**config.mk**
```make
export PLATFORM = sky130hd
export DESIGN_NAME = imem_loader_flat
export DESIGN_NICKNAME = d
export VERILOG_FILES = /design/src/rtl/imem_loader_pkg.sv /design/src/rtl/imem_loader_if.sv /design/src/rtl/imem_loader.sv /design/src/flat_wrapper.sv
export SDC_FILE = /design/constraint.sdc
export NUM_CORES = 1
export LEC_CHECK = 0
export BUFFER_PORTS_ARGS = -buffer_cell sky130_fd_sc_hd__buf_2
export CAP_MARGIN = 20
export CORE_MARGIN = 5
export CORE_UTILIZATION = 47
export DETAILED_ROUTE_END_ITERATION = 7
export PLACE_DENSITY = 0.77
export SLEW_MARGIN = 20
export SYNTH_ARGS = -nofsm -noshare
export SYNTH_HDL_FRONTEND = slang
export SYNTH_SLANG_ARGS = --single-unit
```
**constraint.sdc**
```tcl
create_clock -name clk -period 3.9 [get_ports clk]
set_clock_uncertainty 0.2 [all_clocks]
set_input_delay 0.195 -clock clk [delete_from_list [all_inputs] [get_ports clk]]
set_output_delay 0.195 -clock clk [all_outputs]
set_load 0.005 [all_outputs]
```
**src/rtl/imem_loader_pkg.sv**
```systemverilog
// Shared definitions for the boot-time instruction-memory loader: FSM state
// encoding, frame marker and word geometry (shared with the UART receiver
// and the instruction memory).
package imem_loader_pkg;

   localparam logic [2:0] ST_IDLE   = 3'd0;
   localparam logic [2:0] ST_LEN_LO = 3'd1;
   localparam logic [2:0] ST_LEN_HI = 3'd2;
   localparam logic [2:0] ST_DATA   = 3'd3;
   localparam logic [2:0] ST_WRITE  = 3'd4;
   localparam logic [2:0] ST_CHK    = 3'd5;
   localparam logic [2:0] ST_DONE   = 3'd6;
   localparam logic [2:0] ST_ERR    = 3'd7;

   localparam logic [7:0] SYNC_BYTE_DEF  = 8'hA5;
   localparam int         BYTES_PER_WORD = 4;

   // True while a frame is in flight (from after SYNC up to the checksum byte).
   function automatic logic frame_active(input logic [2:0] st);
      return (st == ST_LEN_LO) || (st == ST_LEN_HI) || (st == ST_DATA) ||
             (st == ST_WRITE)  || (st == ST_CHK);
   endfunction

endpackage

```
**src/rtl/imem_loader_if.sv**
```systemverilog
// Byte-stream input, instruction-memory write port and status signals of the
// loader. The master side is the loader itself; the slave side is the
// surrounding system (serial front end, memory, core reset logic).
interface imem_loader_if #(
   parameter int ADDRESS_WIDTH = 14,
   parameter int DATA_WIDTH    = 32
);
   logic                     in_valid;
   logic [7:0]               in_data;
   logic                     in_ready;
   logic                     mem_we;
   logic [ADDRESS_WIDTH-1:0] mem_addr;
   logic [DATA_WIDTH-1:0]    mem_wdata;
   logic                     cpu_hold;
   logic                     done;
   logic                     err;

   modport master (
      input  in_valid, in_data,
      output in_ready, mem_we, mem_addr, mem_wdata, cpu_hold, done, err
   );

   modport slave (
      output in_valid, in_data,
      input  in_ready, mem_we, mem_addr, mem_wdata, cpu_hold, done, err
   );
endinterface

```
**src/rtl/imem_loader.sv**
```systemverilog
// Boot-time instruction-memory writer: frames an incoming byte stream
// (SYNC, LEN_LO, LEN_HI, 4*N data bytes, XOR checksum), packs bytes
// little-endian into words and issues one-cycle writes. Holds the core in
// reset while a frame is being loaded.
module imem_loader
   import imem_loader_pkg::*;
#(
   parameter int         ADDRESS_WIDTH = 14,
   parameter int         DATA_WIDTH    = 32,
   parameter logic [7:0] SYNC_BYTE     = SYNC_BYTE_DEF
) (
   input  logic          clk,
   input  logic          rst,
   imem_loader_if.master bus
);

   // Largest legal word count: the whole memory.
   localparam logic [32:0] MAX_WORDS = 33'(1) << ADDRESS_WIDTH;
   localparam logic [1:0]  LAST_BYTE = 2'(BYTES_PER_WORD - 1);

   logic [2:0]               state_q, state_d;
   logic [15:0]              len_q, len_d;
   logic [ADDRESS_WIDTH-1:0] idx_q, idx_d;
   logic [1:0]               cnt_q, cnt_d;
   logic [7:0]               chk_q, chk_d;
   logic [DATA_WIDTH-1:0]    word_q, word_d;
   logic [ADDRESS_WIDTH-1:0] addr_q, addr_d;
   logic [DATA_WIDTH-1:0]    wdata_q, wdata_d;

   logic        in_ready;
   logic        accept;
   logic [15:0] len_new;

   assign in_ready = (state_q != ST_WRITE);
   assign accept   = bus.in_valid && in_ready;
   assign len_new  = {bus.in_data, len_q[7:0]};

   // Next-state and datapath update for the framing FSM.
   always_comb begin
      state_d = state_q;
      len_d   = len_q;
      idx_d   = idx_q;
      cnt_d   = cnt_q;
      chk_d   = chk_q;
      word_d  = word_q;
      addr_d  = addr_q;
      wdata_d = wdata_q;
      case (state_q)
         ST_IDLE, ST_DONE, ST_ERR: begin
            // Non-sync bytes are consumed and dropped.
            if (accept && (bus.in_data == SYNC_BYTE)) begin
               state_d = ST_LEN_LO;
               len_d   = '0;
               idx_d   = '0;
               cnt_d   = '0;
               chk_d   = '0;
            end
         end
         ST_LEN_LO: begin
            if (accept) begin
               len_d[7:0] = bus.in_data;
               state_d    = ST_LEN_HI;
            end
         end
         ST_LEN_HI: begin
            if (accept) begin
               len_d[15:8] = bus.in_data;
               cnt_d       = '0;
               if (33'(len_new) > MAX_WORDS) begin
                  state_d = ST_ERR;
               end else if (len_new == 16'd0) begin
                  state_d = ST_CHK;
               end else begin
                  state_d = ST_DATA;
               end
            end
         end
         ST_DATA: begin
            if (accept) begin
               // Shift in from the top so byte 0 ends up in the LSBs.
               word_d = {bus.in_data, word_q[DATA_WIDTH-1:8]};
               chk_d  = chk_q ^ bus.in_data;
               cnt_d  = cnt_q + 2'd1;
               if (cnt_q == LAST_BYTE) begin
                  state_d = ST_WRITE;
                  addr_d  = idx_q;
                  wdata_d = word_d;
               end
            end
         end
         ST_WRITE: begin
            // Index stops at the last word, so it cannot wrap when N fills memory.
            if ((33'(idx_q) + 33'd1) == 33'(len_q)) begin
               state_d = ST_CHK;
            end else begin
               idx_d   = idx_q + 1'b1;
               state_d = ST_DATA;
            end
         end
         ST_CHK: begin
            if (accept) begin
               state_d = (bus.in_data == chk_q) ? ST_DONE : ST_ERR;
            end
         end
         default: state_d = ST_IDLE;
      endcase
   end

   // State and datapath registers with asynchronous clear.
   always_ff @(posedge clk or posedge rst) begin
      if (rst) begin
         state_q <= ST_IDLE;
         len_q   <= '0;
         idx_q   <= '0;
         cnt_q   <= '0;
         chk_q   <= '0;
         word_q  <= '0;
         addr_q  <= '0;
         wdata_q <= '0;
      end else begin
         state_q <= state_d;
         len_q   <= len_d;
         idx_q   <= idx_d;
         cnt_q   <= cnt_d;
         chk_q   <= chk_d;
         word_q  <= word_d;
         addr_q  <= addr_d;
         wdata_q <= wdata_d;
      end
   end

   assign bus.in_ready  = in_ready;
   assign bus.mem_we    = (state_q == ST_WRITE);
   assign bus.mem_addr  = addr_q;
   assign bus.mem_wdata = wdata_q;
   assign bus.cpu_hold  = frame_active(state_q);
   assign bus.done      = (state_q == ST_DONE);
   assign bus.err       = (state_q == ST_ERR);

endmodule

```
**src/flat_wrapper.sv**
```systemverilog
// flat-port wrapper written by rule: the top's interface ports become plain ports
module imem_loader_flat import imem_loader_pkg::*;
#(
   parameter int         ADDRESS_WIDTH = 14,
   parameter int         DATA_WIDTH    = 32,
   parameter logic [7:0] SYNC_BYTE     = SYNC_BYTE_DEF
)
  (clk, rst, bus_in_valid, bus_in_data, bus_in_ready, bus_mem_we, bus_mem_addr, bus_mem_wdata, bus_cpu_hold, bus_done, bus_err);
  imem_loader_if #(.ADDRESS_WIDTH(ADDRESS_WIDTH), .DATA_WIDTH(DATA_WIDTH)) bus_i ();
  input  logic clk;
  input  logic rst;
  input wire logic [$bits(bus_i.in_valid)-1:0] bus_in_valid;
  input wire logic [$bits(bus_i.in_data)-1:0] bus_in_data;
  output wire logic [$bits(bus_i.in_ready)-1:0] bus_in_ready;
  output wire logic [$bits(bus_i.mem_we)-1:0] bus_mem_we;
  output wire logic [$bits(bus_i.mem_addr)-1:0] bus_mem_addr;
  output wire logic [$bits(bus_i.mem_wdata)-1:0] bus_mem_wdata;
  output wire logic [$bits(bus_i.cpu_hold)-1:0] bus_cpu_hold;
  output wire logic [$bits(bus_i.done)-1:0] bus_done;
  output wire logic [$bits(bus_i.err)-1:0] bus_err;
  assign bus_i.in_valid = bus_in_valid;
  assign bus_i.in_data = bus_in_data;
  assign bus_in_ready = bus_i.in_ready;
  assign bus_mem_we = bus_i.mem_we;
  assign bus_mem_addr = bus_i.mem_addr;
  assign bus_mem_wdata = bus_i.mem_wdata;
  assign bus_cpu_hold = bus_i.cpu_hold;
  assign bus_done = bus_i.done;
  assign bus_err = bus_i.err;
  imem_loader #(.ADDRESS_WIDTH(ADDRESS_WIDTH), .DATA_WIDTH(DATA_WIDTH), .SYNC_BYTE(SYNC_BYTE)) u_core (.clk(clk), .rst(rst), .bus(bus_i));
endmodule
```
* Yosys cells after proc, flatten, opt, wreduce, memory -nomap -nowiden
Index checks and enable logic that the tools add are counted.
Storage, ports and cells: flip-flop bits (word level) 121, logic and storage cells 80
Operators by class: add/subtract/negate cells 3, $lt $le $gt $ge 1, equality and inequality tests 19, muxes and demuxes 25, bitwise gates (word level) 1, reduce and logical (&&, ||, !) cells 22
Operators with widths (count):
- 8-bit case mux with 2 select lines | 3
- 33-bit by 16-bit equality test with 1-bit output | 1
- 14-bit 2-to-1 mux | 2
- 14-bit case mux with 2 select lines | 1
- 3-bit 2-to-1 mux | 9
- 8-bit 2-to-1 mux | 3
- 3-bit case mux with 6 select lines | 1
- 16-bit by 15-bit greater-than comparator with 1-bit output (second input constant) | 1
- 16-bit logical NOT | 1
- 16-bit 2-to-1 mux | 1
- 14-bit by 1-bit adder with 15-bit output (second input constant) | 1
- 3-bit AND reduction | 5
- 14-bit by 1-bit adder with 14-bit output (second input constant) | 1
- 3-bit equality test (second input constant) | 4
- 2-bit by 1-bit != test with 1-bit output (second input constant) | 6
- 8-bit equality test | 1
- 8-bit equality test (second input constant) | 1
- 2-bit nonzero test | 4
- 8-bit bitwise XOR | 1
- 3-bit by 2-bit equality test with 1-bit output (second input constant) | 2
- 2-bit 2-to-1 mux | 3
- 2-bit case mux with 3 select lines | 1
- 6-bit AND reduction | 1
- 1-bit logical OR | 4
- other kinds (12) | 13

* Longest topological paths before layout
word-level depth 5, depth in mapped cells 11, gate-level depth less buffers 9

* Worst setup path after synthesis
No wires, ideal clock.
kind register -> register, start register u_core.idx_q[1], end register u_core.idx_q[10], data arrival time 2.373 ns, setup slack 1.209 ns, stages on the path, launching flop included 10, path buffers 0, clock period less this slack 2.691 ns, cell sequence dfrtp_1 ha_1 nand3_1 or3_1 nor4b_2 nor3_1 a2111o_1 o21ai_4 nor3_1 a21o_1
On the way: cells in the longest elaborated chain, start to end 4, elaborated cells between the ends (all ways) 7
Ends and longest elaborated chain:
- start, declared | RTL line imem_loader.sv:23 | logic [ADDRESS_WIDTH-1:0] idx_q, idx_d;
- start signal, assigned | RTL line imem_loader.sv:123 | idx_q <= idx_d;
- 14-bit by 1-bit adder with 15-bit output | RTL line imem_loader.sv:93 | if ((33'(idx_q) + 33'd1) == 33'(len_q)) begin
- 33-bit by 16-bit equality test with 1-bit output | RTL line imem_loader.sv:93
- 2-bit != test (no source line)
- 3-bit AND reduction (no source line)
Several ways; a longest one is shown, not always the timed one. The select of a mux whose other input is x is not followed. A chain may end at the register's enable or synchronous reset.

* Final worst setup path
start register u_core.idx_q[0], end register u_core.idx_q[0]
The elaborated chain is that of the path after synthesis.

==> impl_results.md <==
* Bufs and invs on worst path at 1
* Levels on crit path at 9
* Synth Register Bits at 113
* Share of cells above drive strength 1 at 24.8%
* Most common cell after layout, fill and taps aside: nand2_1
* Synthesized cell area at 5440 µm²
* Insertion delay to the later sink of the worst-skew pair at 0.41 ns
* Worst reg2reg setup slack at 0.67 ns
* Root Driver: clkbuf_16
* Hpwl dp at 8480 µm
* # resized after CTS at 0
* Slew Viols, Final at 0
* Crit path largest cell delay at 0.49 ns
* Outcome: complete, no violations
* Max-slew headroom at 30.1%
* 1st-iter DRT viols at 371
* Inserted Clock Buffers at 17
* Sequential fraction of the synthesis area at 52.0%
* RSZ-0062 raised after global routing: no
* F_max at 310 MHz
* Worst path cell trace: ha_1 > nand3_1 > or3_1 > nor4b_2 > nor3_1 > nor4b_2 > buf_4 > a21oi_1 > mux2i_1
* Vias in the first global route at 4,458
* CP endpoint kind: flip-flop
* Nets@finish at 630
* Grt ovf at 0
* Global Route Usage Sum at 19.3%
* Port bufs at 61
* Crit path DAT at 3.35 ns
* # Max-Cap Violations at 0
* DRC at 0
* Count of different cell masters after synthesis at 56
* First-pass GRT wire length at 22,000 µm
* CP endpoint: u_core.idx_q[0]
* Critical path type: reg2reg
* Syn-to-layout area delta at 21.2%
* Synth Warn # at 0
* Routed vias at 4,375
* FF-to-FF Start: u_core.idx_q[0]
* Num rows at 39
* Setup-failing EPs final at 0
* Total core area at 11,400 µm²
* Syn avg cell area at 9.84 µm²
* Vias/cell at 5.66
* Worst path required time at 4.03 ns
* Final period utilization at 82.7%
* Die Wd at 118 µm
* Leak Pwr at 3.29 nW
* Total power at 4.54 mW
* Hold_buf cts at 9
* I/O pin cnt at 62
* Ys flop type: dfrtp_1
* Final Hold Viols at 0
* Initial antenna violation count at 0
* Combinational Power Share at 25.5%
* Seq pwr share at 36.7%
* R2R depth at 9
* TritonCTS clock tree: built
* Power Density at 689 nW/µm²
* Setup TNS at 0 ns
* Post-Syn Nets at 566
* Async S/R FF share, synth at 100%
* Worst r2r dst: u_core.idx_q[0]
* Kind of cell adding the most delay to the critical path: simple AND/OR/NAND/NOR gates
* Critical path peak fanout at 12
* Reg clk slew, reported paths at 0.06 ns
* Slowest stage cell, crit path: dfrtp_1
* Synth top area share at 52.0%
* Wire per inst at 16.6 µm
* Final ANT Viol Nets at 0
* DR pass1 iterations at 5
* Synth area leader: dfrtp_1
* Starting density of the core at 47.8%
* NetSw at 1.51 mW
* Synth Instances at 553
* N_diodes at 0
* Die area at 13,800 µm²
* Clock share of power at 37.8%
* Detailed Route WL at 12,800 µm
* Largest net degree at the start of global routing at 55
* Most frequent cells in the layout: nand2_1, dfrtp_1, buf_2, o21ai_0, mux2_2
* Post-synth EDFFs at 0
* Slew at the pin closest to its max-slew limit at 1.05 ns
* Final Critical Period at 3.23 ns
* Hold WC Path Type: in2reg
* Routability cong. at 0.986
* Max VDD drop at 0.448 mV
* Clock Sinks at 113
* Synth area leaders: dfrtp_1, nand2_1, mux2_2
* Post-CTS setup buffers at 0
* Int Pwr at 3.03 mW
* CTS H-tree lvls at 4
* Cell mode on critical path: nor4b_2
* Die height at 118 µm
* Max Root-Sink Buffers at 2
* Switching share of power at 33.2%
* Startpoint types: flip-flop
* Beginning of the critical path: u_core.idx_q[0]
[stage by stage]
step | worst slack (ns) | std cells | instance area (µm²) | util [%] | hold WS [ns]
floorplan | 0.518 | 553 | 5440 | - | 0.113
global placement | 0.930 | 732 | 5840 | 51.4 | 0.135
detailed placement | 0.788 | 732 | 5840 | 51.4 | 0.138
CTS | 0.706 | 773 | 6590 | 58.0 | 0.0881
global route | 0.487 | 773 | 6590 | 58.0 | 0.144
finish | 0.674 | 773 | 6590 | 58.0 | 0.111
[cell type report]
cell class                 instances  area [µm²]
clock buffer                      19         453
tap                              143         179
inverter                          12        47.5
fill                             945        4780
sequential                       113        2830
clock inverter                    13         208
multi-input combinational        396        2430
timing repair buffer              77         448
[power groups by stage]
stage | clock network (mW) | registers [mW] | logic, mW
after detailed placement | 0 | 1.67 | 1.13
after global routing | 1.79 | 1.71 | 1.31
after global placement | 0 | 1.66 | 1.09
final | 1.72 | 1.67 | 1.16
after CTS | 1.74 | 1.66 | 1.16
after floorplan | 0 | 1.58 | 0.884
[sequential cells by signal, summed over array words and instances, names as in the netlist]
signal	cells
u_core.bus.mem_wdata	32
u_core.word_q	24
u_core.len_q	16
u_core.bus.mem_addr	14
u_core.idx_q	14
u_core.chk_q	8
u_core.state_q	3
u_core.cnt_q	2
[layer usage]
metal | global-route usage, % | wire length (µm) | up-vias
li1 | - | - | 2056
met1 | 25.1 | 5630 | 2139
met2 | 30.0 | 6250 | 148
met3 | 5.67 | 705 | 32
met4 | 8.67 | 259 | 0
met5 | 0 | 0 | -
[tightest hold or removal path: stages]
cell and delay (ns):
buf_2 0.14, nor2_1 0.14, or3_1 0.13, o211ai_1 0.07
[synthesized netlist by cell type, types with 7 or more instances]
library cell,n
nand2_1,128
a21oi_1,13
xor2_1,10
or3_1,7
and3_1,7
clkbuf_1,18
inv_1,12
nor2_1,21
dfrtp_1,113
o21ai_0,51
nand3_1,14
nor3_1,10
mux2_2,41
xnor2_1,16
[cell families (layout without fill, tap and decap cells)]
logic type / after synthesis / in the layout / synth area share [%]
AOI/OAI and AO/OA: 95 / 95 / 10.4
adders and majority gates: 2 / 2 / 0.460
muxes: 45 / 45 / 9.22
DFF: 113 / 113 / 52.0
and+or+nand+nor: 227 / 227 / 20.0
xor gates and xnor gates: 27 / 27 / 4.49
buffers and inverters: 44 / 121 / 3.47
[worst min path at each step]
| stage | from | to | depth (start not counted) |
|---|---|---|---|
| floorplan | bus_in_data[1] | u_core.word_q[25] | 2 |
| detailed placement | rst | u_core.bus.mem_wdata[0] | 2 |
| global placement | rst | u_core.bus.mem_wdata[0] | 2 |
| global route | bus_in_valid | u_core.state_q[1] | 4 |
| CTS | bus_in_valid | u_core.state_q[1] | 4 |
| finish | bus_in_valid | u_core.state_q[1] | 4 |
No activity file was read; power rests on OpenSTA's default activity.
